`src/rtl/br_recov_ctrl.sv`:
```
// Branch misprediction recovery: picks the oldest mispredict by ROB age,
// pulses a flush, then holds a PC redirect until fetch accepts it.
module br_recov_ctrl #(
    parameter int XLEN  = 32,
    parameter int ROB_W = 5,
    parameter int N_BR  = 2
) (
    input  logic                   clk,
    input  logic                   rst_n,
    input  logic [N_BR-1:0]        br_vld_i,
    input  logic [N_BR-1:0]        br_mispred_i,
    input  logic [N_BR*ROB_W-1:0]  br_tag_i,
    input  logic [N_BR*XLEN-1:0]   br_tgt_i,
    input  logic [ROB_W-1:0]       rob_head_i,
    output logic                   flush_o,
    output logic [ROB_W-1:0]       flush_tag_o,
    output logic                   redirect_vld_o,
    output logic [XLEN-1:0]        redirect_pc_o,
    input  logic                   redirect_rdy_i,
    output logic                   recov_busy_o
);

    typedef enum logic [1:0] {
        IDLE  = 2'd0,
        FLUSH = 2'd1,
        REDIR = 2'd2
    } state_t;

    state_t             state_q, state_d;
    logic [ROB_W-1:0]   cur_tag_q, cur_tag_d;
    logic [XLEN-1:0]    cur_pc_q, cur_pc_d;

    logic               pick_vld;
    logic [ROB_W-1:0]   pick_tag;
    logic [ROB_W-1:0]   pick_age;
    logic [XLEN-1:0]    pick_pc;
    logic [ROB_W-1:0]   port_tag [N_BR];
    logic [ROB_W-1:0]   port_age [N_BR];
    logic [ROB_W-1:0]   cur_age;
    logic               older;

    // Strict less-than keeps the lower port on equal age.
    always_comb begin
        pick_vld = 1'b0;
        pick_tag = '0;
        pick_age = '0;
        pick_pc  = '0;
        for (int k = 0; k < N_BR; k++) begin
            port_tag[k] = br_tag_i[k*ROB_W +: ROB_W];
            port_age[k] = port_tag[k] - rob_head_i;
            if (br_vld_i[k] && br_mispred_i[k] &&
                (!pick_vld || port_age[k] < pick_age)) begin
                pick_vld = 1'b1;
                pick_tag = port_tag[k];
                pick_age = port_age[k];
                pick_pc  = br_tgt_i[k*XLEN +: XLEN];
            end
        end
    end

    assign cur_age = cur_tag_q - rob_head_i;
    assign older   = pick_vld && (pick_age < cur_age);

    always_comb begin
        state_d   = state_q;
        cur_tag_d = cur_tag_q;
        cur_pc_d  = cur_pc_q;
        unique case (state_q)
            IDLE: begin
                if (pick_vld) begin
                    state_d   = FLUSH;
                    cur_tag_d = pick_tag;
                    cur_pc_d  = pick_pc;
                end
            end
            FLUSH: begin
                if (older) begin
                    cur_tag_d = pick_tag;
                    cur_pc_d  = pick_pc;
                end else begin
                    state_d = REDIR;
                end
            end
            REDIR: begin
                if (older) begin
                    state_d   = FLUSH;
                    cur_tag_d = pick_tag;
                    cur_pc_d  = pick_pc;
                end else if (redirect_rdy_i) begin
                    state_d = IDLE;
                end
            end
            default: state_d = IDLE;
        endcase
    end

    always_ff @(posedge clk or negedge rst_n) begin
        if (!rst_n) begin
            state_q   <= IDLE;
            cur_tag_q <= '0;
            cur_pc_q  <= '0;
        end else begin
            state_q   <= state_d;
            cur_tag_q <= cur_tag_d;
            cur_pc_q  <= cur_pc_d;
        end
    end

    assign flush_o        = (state_q == FLUSH);
    assign redirect_vld_o = (state_q == REDIR);
    assign recov_busy_o   = (state_q != IDLE);
    assign flush_tag_o    = cur_tag_q;
    assign redirect_pc_o  = cur_pc_q;

endmodule

```
`config.mk`:
```
export PLATFORM = sky130hd
export DESIGN_NAME = br_recov_ctrl
export DESIGN_NICKNAME = d
export VERILOG_FILES = /design/src/rtl/br_recov_ctrl.sv
export SDC_FILE = /design/constraint.sdc
export NUM_CORES = 1
export LEC_CHECK = 0
export ABC_AREA = 1
export BUFFER_PORTS_ARGS = -buffer_cell sky130_fd_sc_hd__buf_4
export CELL_PAD_IN_SITES_DETAIL_PLACEMENT = 1
export CELL_PAD_IN_SITES_GLOBAL_PLACEMENT = 1
export CORE_AREA = 2 2 101 103
export CTS_BUF_LIST = sky130_fd_sc_hd__clkbuf_4
export DETAILED_ROUTE_END_ITERATION = 6
export DIE_AREA = 0 0 103 105
export GPL_TIMING_DRIVEN = 0
export PLACE_DENSITY_LB_ADDON = 0.1
export SLEW_MARGIN = 20
export SYNTH_ARGS = -nofsm -noshare
export SYNTH_HDL_FRONTEND = slang
export SYNTH_SLANG_ARGS = --single-unit
export TNS_END_PERCENT = 50
```
`constraint.sdc`:
```
create_clock -name clk -period 2.4 [get_ports clk]
set_input_delay 0.36 -clock clk [delete_from_list [all_inputs] [get_ports clk]]
set_output_delay 0.36 -clock clk [all_outputs]
set_load 0.1 [all_outputs]
```
After elaboration in Yosys (flattened, before gate mapping) --
Cells that the tools add are included.
Word-level totals: latch bits 0, input port bits 86, memory bits (read-only) 0, RAM bits 0, memories 0, output and inout bits 40, register bits after elaboration 39, word-level logic and storage cells 45
Cells by class: div/mod/pow operators 0, equality and inequality tests 6, muxes and demuxes 19, add/sub/neg operators 3, magnitude comparators 2, bitwise gates (word level) 0, reduce and logical (&&, ||, !) cells 12, shifts and indexed selects 0, multipliers 0
Operator list (number):
- 32-bit two-way mux | 4
- 32-bit case mux with 2 select lines | 1
- 5-bit two-way mux | 6
- 5-bit subtractor | 3
- 5-bit less-than comparator | 2
- 5-bit case mux with 2 select lines | 1
- 2-bit two-way mux | 4
- 2-bit case mux with 3 select lines | 1
- 3-bit AND reduction | 2
- 1-bit logical AND | 4
- 2-bit != test (second input constant) | 2
- 2-bit nonzero test | 2
- 3-bit by 1-bit != test with 1-bit output (second input constant) | 1
- 2-bit by 1-bit == test with 1-bit output (second input constant) | 1
- 2-bit == test (second input constant) | 1
- 2-bit zero test | 1
- 1-bit two-way mux | 2
- 2-bit by 1-bit != test with 1-bit output (second input constant) | 1
- 2-bit OR reduction | 1
- 1-bit zero test | 1
- 1-bit logical OR | 1

Logic depth before layout (Yosys ltp) --
depth after elaboration 10, mapped depth 30

Worst setup path after synthesis --
OpenSTA, ideal clock, no wires.
path type in2reg, start point input br_tag_i[0], end point register cur_tag_q[1], in the netlist flush_tag_o[1], arrival time 4.017 ns, path slack -1.737 ns, required time 2.280 ns, stages on the path 29, buffers on the path 2, path through inv_1 > ha_1 > inv_1 > fa_1 > nand2_1 > nand2_1 > a21oi_1 > xnor2_1 > nand2_1 > ha_1 > nand2_1 > inv_1 > a21oi_1 > nand2_1 > nand2_2 > nand2_2 > clkinv_1 > clkbuf_1 > o21ai_0 > ha_1 > a21oi_1 > o21bai_1 > a211oi_2 > nand2_4 > nand2_1 > nand3b_4 > buf_2 > nand2_1 > nand2_1
Between the ends: word-level cells in the longest chain between the ends 10, elaborated cells on any way between the ends 16, those cells by class add/sub (1); order compare (2); eq/ne (2); mux (7); reduce/logical (4)
RTL lines:
- from (decl) | line 12 | input logic [N_BR*ROB_W-1:0] br_tag_i,
- 5-bit subtractor * | line 50 | port_age[k] = port_tag[k] - rob_head_i;
- 5-bit two-way mux * | line 51 | if (br_vld_i[k] && br_mispred_i[k] &&
- 5-bit less-than comparator | line 52 | (!pick_vld || port_age[k] < pick_age)) begin
- 1-bit logical OR | line 52
- 1-bit logical AND | line 51
- 5-bit two-way mux | line 51
- 5-bit less-than comparator | line 62 | assign older = pick_vld && (pick_age < cur_age);
- 1-bit logical AND | line 62
- 2-bit by 1-bit != test with 1-bit output (no line)
- 3-bit AND reduction (no line)
- to (signal assigned) | line 104 | cur_tag_q <= cur_tag_d;
- to (decl) | line 30 | logic [ROB_W-1:0] cur_tag_q, cur_tag_d;
Mark *: on every way between the ends. The rest lies on a longest branch, timed or not. The select of a mux whose other input is x is not followed. A chain may end at the register's enable or synchronous reset.

Worst setup path after layout --
start point input br_tag_i[0], end point register cur_tag_q[4], in the netlist flush_tag_o[4]
Same word-level chain as after synthesis.

==> results.md <==
* Failing checks: negative setup slack
* CP Data Arrival Time at 4220 ps
* Period utilization at 164%
* Worst Setup SP: br_tag_i[0]
* Cell Rows at 36
* R2R Path End: flush_tag_o[4]$_DFFE_PN0P_
* Cell leakage power at 0.00265 uW
* Fill count at 1247
* Final Setup Violations at 39
* Via count at 3431
* Max Cap Viol at 0
* Ports at 126
* Residual DRC at 0
* Sink Count at 39
* HPWL after detailed placement at 8.14 mm
* Mapped cell area at 2970 sq um
* Reg-to-Reg Start: flush_tag_o[0]$_DFFE_PN0P_
* RSZ-0062 raised after global routing: true
* Slew HR at 63.1%
* Post-route minimum period at 3930 ps
* Fmax at 255 MHz
* Number of library cell types mapped by synthesis at 26
* Root Buffer: clkbuf_4
* Outcome: complete, but fails checks
* Startpoint Class: primary input
* VDD IR max at 0.865 mV
* Sum Neg Setup Slack at -58550 ps
* Final worst slack at -1530 ps
* CP most frequent cell: nand2_2
* Flops & latches, synth at 39
* Design area at 4890 sq um
* Max Slew Vio Count at 0
* Avg Inst Size Synth at 6.98 sq um
* Metal-1 WL at 4.89 mm
* Synth top area cells: dfrtp_1 (33%), nand2_1 (23%), nand3_1 (14%), ha_1 (10%), inv_1 (3.2%)
* Syn. warnings at 0
* WL met2 at 5.80 mm
* Cells after synthesis at 425
* Worst Path Required at 2690 ps
* CORE AREA at 9640 sq um
* Final Core Density at 50.7%
* CTS Buf Count at 5
* Port bufs at 125
* Slowest cell on crit path: fa_2
* Initial DRC Count at 60
* Die area at 10800 sq um
* Flop-to-flop setup slack at -610 ps
* Post-synthesis net count at 538
* Fraction of layout cells with a size suffix above 1 at 42.0%
* Min-delay src: br_tgt_i[49]
* Max incr delay on CP at 350 ps
* Critical path class: in2reg
* NumNets Final at 700
* Final hold violations at 0
* Tightest Pin Transition at 554 ps
* DP Area at 4150 sq um
* Worst Skew at 12.5 ps
* Clk pin slew, worst setup/hold paths at 140 ps
* Largest area contributor in the netlist: dfrtp_1
* P&R area growth vs syn at 64.8%
* Total global routing overflow at 0
* Diode count at 0
* First-pass GRT wire length at 17.8 mm
* Pwr/cell area at 1320 nW/um^2
* Critical path fanouts, max at 6
* Wire per inst at 15.9 microns
* Hold WS at 328 ps
* DR WL met3 at 596 microns
* Overall power at 6470 uW
* Post-synth top area share at 32.9%
* Vias/cell at 4.76
* Hold WC Path Type: in2reg
* TritonCTS clock tree: built
* ANT nets after route at 0
* H-tree Lvls at 2
* Drt first pass iters at 4
* Initial Utilization at 30.8%
* Top Metal Used: met4
* GPL Wtd Cong at 0.772
* Clock Tree Buf Depth at 2
* Vias in the first global route at 3688
* Height of the die at 105 microns
* CP endpoint kind: flip-flop
* Clock Latency Late Sink at 350 ps
* Routed wire length at 11.5 mm
* Reg area at 976 sq um
* Die W at 103 microns
* Seq/Total Area, Yosys at 32.9%
* Area of the multi-input gates at 2110 sq um
* Worst Setup EP: flush_tag_o[4]$_DFFE_PN0P_
* Initial antenna violation count at 0
* Largest net degree at the start of global routing at 40
* GRT Total Usage at 20.7%
* Reg2Reg Depth at 15
## logic make-up after synthesis
family | synth area share [%]
AO/OA/AOI/OAI | 4.55
XOR/XNOR | 2.95
adder cells (fa/ha/maj) | 12.1
buffers and inverters | 7.12
flip-flops | 32.9
AND/OR/NAND/NOR | 40.3
## critical path: cells and delay by family
kind	cells	cell delay [ps]
and+or+nand+nor	12	940
AOI/OAI and AO/OA	6	1070
buffers and inverters	7	690
xor gates and xnor gates	1	130
adders and majority gates	4	980
## metrics by stage
step / setup slack (ps) / cells
floorplan: -1450 / 425
global placement: -2390 / 683
detailed placement: -2500 / 683
CTS: -1560 / 709
global route: -1690 / 721
finish: -1530 / 721
## layer usage
metal | global-route usage, % | vias up
met5 | 0 | -
met4 | 5.64 | 0
met3 | 3.21 | 17
met2 | 36.4 | 95
met1 | 25.8 | 1633
li1 | - | 1686
## area by class of cell
type,count,share of cell area [%]
Clock inverter,3,0.896
Buffer,22,3.43
Multi-Input combinational cell,338,43.1
Tap cell,133,3.40
Sequential cell,39,20.0
Clock buffer,5,0.768
Timing Repair Buffer,155,25.9
Inverter,26,2.48
## where the power goes
group	leakage (uW)	switching, uW	internal [uW]	total [uW]
clock network	0.0000452	244	220	464
logic	0.00209	3270	1730	5000
registers	0.000515	136	873	1010
## sequential cells by signal (all words and copies together) (netlist names)
signal and cells:
flush_tag_o 5, redirect_pc_o 32, state_q 2
## worst min-delay path by stage
stage                                     to  cells after the start
3_5_place_dp      flush_tag_o[4]$_DFFE_PN0P_                      1
2_1_floorplan     flush_tag_o[0]$_DFFE_PN0P_                      0
3_3_place_gp      flush_tag_o[4]$_DFFE_PN0P_                      1
6_report       redirect_pc_o[17]$_DFFE_PN0P_                      5
5_1_grt        redirect_pc_o[23]$_DFFE_PN0P_                      5
4_1_cts        redirect_pc_o[14]$_DFFE_PN0P_                      5
## cell usage after synthesis
| master | instances |
|---|---|
| nand2_1 | 184 |
| nand3_1 | 82 |
| dfrtp_1 | 39 |
| inv_1 | 25 |
| ha_1 | 24 |
| a21oi_1 | 10 |
| clkbuf_1 | 10 |
| buf_2 | 7 |
| o21ai_0 | 7 |
| xnor2_1 | 7 |
| nor2_1 | 5 |
| buf_6 | 3 |
| fa_1 | 3 |
| nand2_2 | 3 |
| xor2_1 | 3 |
| buf_1 | 2 |
| nand2_4 | 2 |
| a211oi_2 | 1 |
| a21boi_0 | 1 |
| a21oi_4 | 1 |
| a31oi_1 | 1 |
| clkinv_1 | 1 |
| nand3_2 | 1 |
| nand3b_4 | 1 |
| nor2_2 | 1 |
| o21bai_1 | 1 |
## layout by cell type (no fill, tap or decap), drive strengths merged
| cell type | n |
|---|---|
| nand2 | 189 |
| dfrtp | 39 |
| a21oi | 11 |
| clkinv | 3 |
| bufinv | 1 |
| buf | 164 |
| clkbuf | 17 |
| o21ai | 7 |
| nand3b | 1 |
| ha | 24 |
| nand3 | 83 |
| xnor2 | 7 |
| fa | 3 |
| a211oi | 1 |
| inv | 24 |
| dlygate4sd3 | 1 |
| clkinvlp | 1 |
| a31oi | 1 |
| xor2 | 3 |
| o21bai | 1 |
| nor2 | 6 |
| a21boi | 1 |
## repair_timing
item                       in CTS  in global routing
buffers inserted               15                 10
hold buffers                    1                  0
gates cloned                    2                  2
setup endpoints to repair      39                 39
pin swaps                      24                 46
hold endpoints to repair       39                  0
resized for setup              32                 57
Power figures use the tool's default switching activity.
